[src/rtl/lcd_power_seq.sv]
// Power sequencer for the RGB LCD path: panel power, sync-generator reset release,
// VSYNC confirmation and backlight ramp on the way up, reversed on the way down.
module lcd_power_seq #(
  parameter int unsigned PWR_DLY_CYC   = 1000,
  parameter int unsigned SYNC_FRAMES   = 2,
  parameter int unsigned RAMP_STEP_CYC = 256,
  parameter int unsigned PWM_BITS      = 8,
  parameter int unsigned VS_TIMEOUT    = 1048576
) (
  input  logic                CLK,
  input  logic                RST_IN,
  input  logic                EN,
  input  logic [PWM_BITS-1:0] BRIGHTNESS,
  input  logic                LCD_VSYNC,
  output logic                LCD_PWR,
  output logic                SYNC_RST_N,
  output logic                LCD_PWM,
  output logic                READY,
  output logic                FAULT
);

  localparam int unsigned DLY_MAX = (PWR_DLY_CYC > RAMP_STEP_CYC) ? PWR_DLY_CYC : RAMP_STEP_CYC;
  localparam int unsigned CNT_MAX = (VS_TIMEOUT > DLY_MAX) ? VS_TIMEOUT : DLY_MAX;
  localparam int unsigned CNT_W   = $clog2(CNT_MAX + 1);
  localparam int unsigned EDGE_W  = $clog2(SYNC_FRAMES + 1);

  localparam logic [PWM_BITS-1:0] LVL_MAX   = {PWM_BITS{1'b1}};
  localparam logic [CNT_W-1:0]    PWR_LAST  = CNT_W'(PWR_DLY_CYC - 1);
  localparam logic [CNT_W-1:0]    STEP_LAST = CNT_W'(RAMP_STEP_CYC - 1);
  localparam logic [CNT_W-1:0]    TMO_LAST  = CNT_W'(VS_TIMEOUT - 1);
  localparam logic [EDGE_W-1:0]   EDGE_LAST = EDGE_W'(SYNC_FRAMES - 1);

  typedef enum logic [2:0] {
    S_OFF,
    S_PWR_WAIT,
    S_SYNC_WAIT,
    S_BL_RAMP,
    S_ON,
    S_BL_DOWN,
    S_SYNC_OFF,
    S_FAULT
  } state_t;

  state_t              state_q,   state_d;
  logic [CNT_W-1:0]    cnt_q,     cnt_d;
  logic [EDGE_W-1:0]   edges_q,   edges_d;
  logic [PWM_BITS-1:0] level_q,   level_d;
  logic                vs_prev_q, vs_prev_d;
  logic [PWM_BITS-1:0] pc_q,      pc_d;
  logic [PWM_BITS-1:0] duty_q,    duty_d;
  logic                pwr_q,     pwr_d;
  logic                srn_q,     srn_d;
  logic                pwm_q,     pwm_d;
  logic                ready_q,   ready_d;
  logic                fault_q,   fault_d;
  logic                rise_c;

  // Sequencer: state transitions, delay/step counting and backlight level
  always_comb begin
    state_d   = state_q;
    cnt_d     = cnt_q;
    edges_d   = edges_q;
    level_d   = level_q;
    vs_prev_d = LCD_VSYNC;
    rise_c    = LCD_VSYNC & ~vs_prev_q;

    case (state_q)
      S_OFF: begin
        if (EN) state_d = S_PWR_WAIT;
      end
      S_PWR_WAIT: begin
        if (!EN)                    state_d = S_OFF;
        else if (cnt_q == PWR_LAST) state_d = S_SYNC_WAIT;
        else                        cnt_d   = cnt_q + CNT_W'(1);
      end
      S_SYNC_WAIT: begin
        // an edge both counts a frame and restarts the timeout window
        if (!EN)                                  state_d = S_OFF;
        else if (rise_c && edges_q == EDGE_LAST)  state_d = S_BL_RAMP;
        else if (rise_c) begin
          edges_d = edges_q + EDGE_W'(1);
          cnt_d   = '0;
        end
        else if (cnt_q == TMO_LAST)               state_d = S_FAULT;
        else                                      cnt_d   = cnt_q + CNT_W'(1);
      end
      S_BL_RAMP: begin
        if (!EN)                        state_d = S_BL_DOWN;
        else if (level_q >= BRIGHTNESS) state_d = S_ON;
        else if (cnt_q == STEP_LAST) begin
          cnt_d   = '0;
          level_d = (level_q == LVL_MAX) ? level_q : level_q + PWM_BITS'(1);
        end
        else                            cnt_d   = cnt_q + CNT_W'(1);
      end
      S_ON: begin
        level_d = BRIGHTNESS;
        if (!EN) state_d = S_BL_DOWN;
      end
      S_BL_DOWN: begin
        if (EN)                    state_d = S_BL_RAMP;
        else if (level_q == '0)    state_d = S_SYNC_OFF;
        else if (cnt_q == STEP_LAST) begin
          cnt_d   = '0;
          level_d = level_q - PWM_BITS'(1);
        end
        else                       cnt_d   = cnt_q + CNT_W'(1);
      end
      S_SYNC_OFF: begin
        if (cnt_q == PWR_LAST) state_d = S_OFF;
        else                   cnt_d   = cnt_q + CNT_W'(1);
      end
      S_FAULT: begin
        if (!EN) state_d = S_OFF;
      end
      default: state_d = S_OFF;
    endcase

    if (state_d != state_q) begin
      cnt_d   = '0;
      edges_d = '0;
    end
  end

  // Output decode from the next state, plus the glitch-free PWM datapath
  always_comb begin
    pwr_d   = (state_d != S_OFF) && (state_d != S_FAULT);
    srn_d   = state_d inside {S_SYNC_WAIT, S_BL_RAMP, S_ON, S_BL_DOWN};
    ready_d = (state_d == S_ON);
    fault_d = (state_d == S_FAULT);

    pc_d    = pc_q + PWM_BITS'(1);
    duty_d  = (pc_q == LVL_MAX) ? level_q : duty_q;
    pwm_d   = (state_d inside {S_BL_RAMP, S_ON, S_BL_DOWN}) && (pc_q < duty_q);
  end

  always_ff @(posedge CLK) begin
    if (!RST_IN) begin
      state_q   <= S_OFF;
      cnt_q     <= '0;
      edges_q   <= '0;
      level_q   <= '0;
      vs_prev_q <= 1'b1;
      pc_q      <= '0;
      duty_q    <= '0;
      pwr_q     <= 1'b0;
      srn_q     <= 1'b0;
      pwm_q     <= 1'b0;
      ready_q   <= 1'b0;
      fault_q   <= 1'b0;
    end else begin
      state_q   <= state_d;
      cnt_q     <= cnt_d;
      edges_q   <= edges_d;
      level_q   <= level_d;
      vs_prev_q <= vs_prev_d;
      pc_q      <= pc_d;
      duty_q    <= duty_d;
      pwr_q     <= pwr_d;
      srn_q     <= srn_d;
      pwm_q     <= pwm_d;
      ready_q   <= ready_d;
      fault_q   <= fault_d;
    end
  end

  assign LCD_PWR    = pwr_q;
  assign SYNC_RST_N = srn_q;
  assign LCD_PWM    = pwm_q;
  assign READY      = ready_q;
  assign FAULT      = fault_q;

endmodule
[config.mk]
export PLATFORM = sky130hd
export DESIGN_NAME = lcd_power_seq
export DESIGN_NICKNAME = d
export VERILOG_FILES = /design/src/rtl/lcd_power_seq.sv
export SDC_FILE = /design/constraint.sdc
export NUM_CORES = 1
export LEC_CHECK = 0
export CAP_MARGIN = 20
export CORE_MARGIN = 5
export CORE_UTILIZATION = 44
export CTS_CLUSTER_SIZE = 30
export DETAILED_ROUTE_END_ITERATION = 7
export PLACE_DENSITY = 0.72
export SYNTH_ARGS = -nofsm -noshare
export SYNTH_HDL_FRONTEND = slang
export SYNTH_SLANG_ARGS = --single-unit
[constraint.sdc]
create_clock -name CLK -period 3.5 [get_ports CLK]
set_clock_uncertainty 0.05 [all_clocks]
set_input_delay 0.7 -clock CLK [delete_from_list [all_inputs] [get_ports CLK]]
set_output_delay 0.7 -clock CLK [all_outputs]
set_load 0.01 [all_outputs]
Yosys cells after proc, flatten, opt, wreduce, memory -nomap -nowiden

Index checks and enable logic that the tools add are counted.
Widths: inputs -> output; s select.

Register bits: 56
Input port bits: 12
Output and inout port bits: 5
Word-level logic and storage cells: 103

Add/subtract/negate cells: 5
$lt $le $gt $ge: 2
Eq/ne operators: 31
Mux-type cells: 35
Bitwise gates (word level): 4
Reductions and logical operators: 14

Operators by type and width:

| kind                  | count |
|---|---|
| $mux 21               | 11 |
| $pmux 21 s5           | 1 |
| $mux 8                | 7 |
| $mux 3                | 14 |
| $pmux 3 s8            | 1 |
| $pmux 8 s3            | 1 |
| $add 21x1->21 const B | 1 |
| $eq 21x10->1 const B  | 1 |
| $eq 21x20->1 const B  | 1 |
| $eq 21x8->1 const B   | 1 |
| $eq 3x3->1 const B    | 7 |
| $ne 2x2->1 const B    | 10 |
| $add 8x1->8 const B   | 2 |
| $eq 8x8->1 const B    | 2 |
| $eq 3x2->1 const B    | 4 |
| $reduce_and 9->1      | 1 |
| $reduce_bool 3->1     | 3 |
| $ge 8x8->1            | 1 |
| $logic_not 8->1       | 1 |
| $lt 8x8->1            | 1 |
| $reduce_and 8->1      | 1 |
| $sub 8x1->8 const B   | 1 |
| $ne 3x3->1 const B    | 2 |
| $reduce_bool 5->1     | 1 |
| other kinds (11)      | 15 |

Longest topological paths before layout

Gate-level depths: netlist of run 1.

Depth after elaboration: 9
Depth in mapped cells: 11
Mapped depth without buffers: 11

Worst setup path after synthesis of run 1

Ideal clock, no wire load.

Path type: in2reg
From: in BRIGHTNESS[2]
To: reg cnt_q[7]
Library setup time: 70 ps
Arrival time: 2711 ps
Required time: 3380 ps
Path slack: 670 ps
Cell stages on the path: 9
Path buffers: 0
Path through: inv_1 > ha_1 > a211oi_1 > o21ai_1 > a21oi_1 > o31ai_1 > or3_4 > or4_1 > a21oi_1

Longest elaborated chain between the ends: 6
Elaborated cells on any way between the ends: 8
Those cells by class: order compare: 1; eq/ne: 2; mux: 3; reduce/logical: 2

Ends and longest elaborated chain:

| element                          | RTL line | source |
|---|---|---|
| start: declaration               | 13       | `input logic [PWM_BITS-1:0] BRIGHTNESS,` |
| $ge 8x8->1 (*)                   | 89       | `else if (level_q >= BRIGHTNESS) state_d = S_ON;` |
| $mux 3                           | 89       |  |
| $mux 3                           | 88       | `if (!EN) state_d = S_BL_DOWN;` |
| $pmux 3 s8                       | 67       | `case (state_q)` |
| $ne 3x3->1                       | 119      | `if (state_d != state_q) begin` |
| $reduce_or 2->1 (no source line) | --       |  |
| end signal: assignment           | 153      | `cnt_q <= cnt_d;` |
| end: declaration                 | 45       | `logic [CNT_W-1:0] cnt_q, cnt_d;` |

Every way passes the cells marked *; elsewhere a longest branch is shown, timed or not.
A chain may end at the register's enable or synchronous reset.

Worst setup path in the final report of run 1

Ends and elaborated chain as after synthesis.

==> results.toml, run 1 <==
[critical_path]
arrival_ns = 3.34
crit_path_end_kind = "flop"
rr_startpoint = "state_q[2]$_SDFF_PN0_"
reg2reg_setup_slack_ns = 0.67
path_class = "input port to flop"
cp-start-kind = "input port"
cp_max_fo = 8
reg2reg_depth = 10
r2r-end = "level_q[7]$_SDFFE_PN0P_"
required_ns = 3.69

[grt]
grt_pass1_wl_um = 13630
antenna_found_initial = 0
grt_max_degree = 26
grt.total_usage_pct = 16.09
grt_pass1_vias = 3007
overflow = 0

[clock_tree]
post-cts-setup-buffers = 0
cts_tree = "built"
cts_root_buf = "clkbuf_8"
clock_path_buffers = 2
cts_made_buffers = 5
cts_htree_levels = 2
clk_latency_ns = 0.31
path_clk_slew_ns = 0.10
ctsResizeCount = 0
holdBufCountCts = 0
cts.sinks = 56

[hold_path]
holdPathStages = 2
hp-start = "cnt_q[1]$_SDFFE_PP0P_"
min_path_type = "flop to flop"
hold_path_end = "cnt_q[1]$_SDFFE_PP0P_"

[status]
status = "finished, final reports clean"

[layout]
instances_no_fill = 576
final_cell_mix = "56 x dfxtp_1, 48 x nor2_1, 36 x nand2_1, 29 x a21oi_1"
final_common_cell = "dfxtp_1"
nets = 510
antenna_cells = 0
drive_gt1_share_pct = 7.173
syn_to_final_growth_pct = 12.19
final_util_pct = 51.03

[routing]
drt-vias-per-instance = 5.649
drt-total-wl_um = 8067
postRouteAntennaNets = 0
dr_total_vias = 3254
drc = 0
wl_per_cell_um = 14.01
drt_pass1_iterations = 4
drt_iter0_drc = 254

[sta]
period_needed_ns = 3.148
tightest_slew_ns = 0.8580
tns_ns = 0
slew_headroom_pct = 42.59
rsz0062_at_grt = "no"
hold_viol_final = 0
clock.fmax_mhz = 317.7
slew_violations = 0
hold_slack_ns = 0.4295
finalSetupViolations = 0
min_period_over_period_pct = 89.93

[synthesis]
synthArstFlopShare_pct = 0
ys_warn_count = 0
netlist.area_leader.share_pct = 31.57
syn-cell-area_mm2 = 0.003551
ys_ff_latch = 56
ys.flop_type = "dfxtp_1"
yosys.area.top_type = "dfxtp_1"
syn_nets = 490
ys_types = 61
yosys-top-cells-area = "dfxtp_1 32%, ha_1 8.5%, nor2_1 5.1%, a21oi_1 4.1%, o21ai_0 3.9%"
postSynthAreaPerCell_um2 = 7.839
synth-edff-count = 0
syn_inst = 453
yosysSeqAreaShare_pct = 31.57

[floorplan]
core_area_mm2 = 0.007807
die_h_um = 99.84
dieArea_mm2 = 0.009967
io_pins = 17
die_x_um = 99.84
initial_core_util_pct = 45.48
core.rowCount = 32

[placement]
placedCellCount = 568
gp_congestion = 0.9265
dpl.hpwl_um = 6025
io_buffers = 16

[power]
powerDensity_mw_per_mm2 = 304.4
vdd_drop_max_uv = 180.7
finalPower_mw = 1.213
p_leak_nw = 1.335

[flow_run]
cap_violations = 0
==> metal layers <==
layer / share of wire [%] / vias to the layer above / track usage (%)
li1: - / 1673 / -
met1: 50 / 1494 / 22.99
met2: 44 / 81 / 25.30
met3: 5.0 / 6 / 1.876
met4: 1.0 / 0 / 5.147
met5: 0 / - / 0
==> Yosys cell counts (2+ instances only) <==
master and count:
nor4bb_1 2, or4_1 3, or3_1 15, nand4_1 11, nand3_1 19, nor3_1 12
xnor2_1 15, buf_2 6, nor2_1 48, o21ai_1 2, a311oi_1 2, o21ai_0 28
a21oi_1 29, dfxtp_1 56, o22ai_1 2, xor2_1 4, mux2i_1 9, and3_1 4
nand2b_1 4, clkbuf_1 11, a211o_1 3, nor2b_1 8, ha_1 24, a31oi_1 6
nor3b_1 2, or2_2 3, nand2_1 36, nor4_1 13, inv_1 28, o21a_1 2
a211oi_1 9, and2_1 8
==> how the worst max path moves through the flow <==
| stage | start | endpoint | slack, ns | cells past startpoint |
|---|---|---|---|---|
| floorplan | BRIGHTNESS[2] | cnt_q[7]$_SDFFE_PP0P_ | 0.67 | 9 |
| global placement | BRIGHTNESS[2] | cnt_q[7]$_SDFFE_PP0P_ | 0.09 | 11 |
| detailed placement | BRIGHTNESS[2] | cnt_q[7]$_SDFFE_PP0P_ | 0.04 | 11 |
| CTS | BRIGHTNESS[2] | cnt_q[7]$_SDFFE_PP0P_ | 0.37 | 11 |
| global route | BRIGHTNESS[2] | level_q[0]$_SDFFE_PN0P_ | 0.15 | 12 |
| finish | BRIGHTNESS[2] | cnt_q[7]$_SDFFE_PP0P_ | 0.35 | 11 |
==> power breakdown <==
group	leakage (nW)	switching (mW)	total, mW	internal, mW
clock	0.0548	0.216	0.432	0.216
combinational	0.828	0.0733	0.128	0.0549
sequential	0.453	0.00698	0.652	0.646
==> cells by family after synthesis <==
family / share of synthesized area [%]
buf+inv: 5.391
compound gates: 17.76
mux: 2.854
fa+ha+maj: 9.021
xor+xnor: 4.686
simple gates: 28.72
flops: 31.57
==> flip-flops by register name, indices dropped and copies added, names as in the netlist <==
| signal | flops |
|---|---|
| duty_q | 8 |
| FAULT | 1 |
| vs_prev_q | 1 |
| edges_q | 2 |
| state_q | 3 |
| READY | 1 |
| LCD_PWM | 1 |
| SYNC_RST_N | 1 |
| level_q | 8 |
| pc_q | 8 |
| LCD_PWR | 1 |
| cnt_q | 21 |
==> critical path, stage by stage <==
cell and delay (ns):
clkdlybuf4s50_1 0.47, inv_1 0.05, ha_1 0.30, a211oi_1 0.19, o21ai_1 0.16, a21oi_1 0.20
o31ai_1 0.10, buf_4 0.17, or3_4 0.40, or4_1 0.47, a21oi_1 0.13
==> through the flow <==
step	setup WS (ns)	area, um^2
6_report	0.3523	3984
5_1_grt	0.1504	3984
4_1_cts	0.3673	3984
3_5_place_dp	0.04339	3869
3_3_place_gp	0.09007	3869
2_1_floorplan	0.6696	3551
==> cell type report <==
class / count / area (um^2)
multi-input combinational: 350 / 2238
clock buffer: 5 / 68.82
sequential: 56 / 1121
clock inverter: 3 / 46.29
inverter: 29 / 108.9
fill: 768 / 3824
tap: 102 / 127.6
timing repair buffer: 31 / 272.8
Note: power is estimated with default switching activity, not from simulation.
==> inputs of run 2 (changes only) <==
--- a/config.mk
+++ b/config.mk
@@ -8,7 +8,7 @@
 export CAP_MARGIN = 20
 export CORE_MARGIN = 5
 export CORE_UTILIZATION = 44
-export CTS_CLUSTER_SIZE = 30
+export CTS_CLUSTER_SIZE = 28
 export DETAILED_ROUTE_END_ITERATION = 7
 export PLACE_DENSITY = 0.72
 export SYNTH_ARGS = -nofsm -noshare
==> results of run 2 <==
No change in the layout: final DEF, timing and power equal those of run 1.
==> inputs of run 3 (changes only) <==
--- a/config.mk
+++ b/config.mk
@@ -5,7 +5,6 @@
 export SDC_FILE = /design/constraint.sdc
 export NUM_CORES = 1
 export LEC_CHECK = 0
-export CAP_MARGIN = 20
 export CORE_MARGIN = 5
 export CORE_UTILIZATION = 44
 export CTS_CLUSTER_SIZE = 28
==> results of run 3 <==
No change in the layout: final DEF, timing and power equal those of run 1.
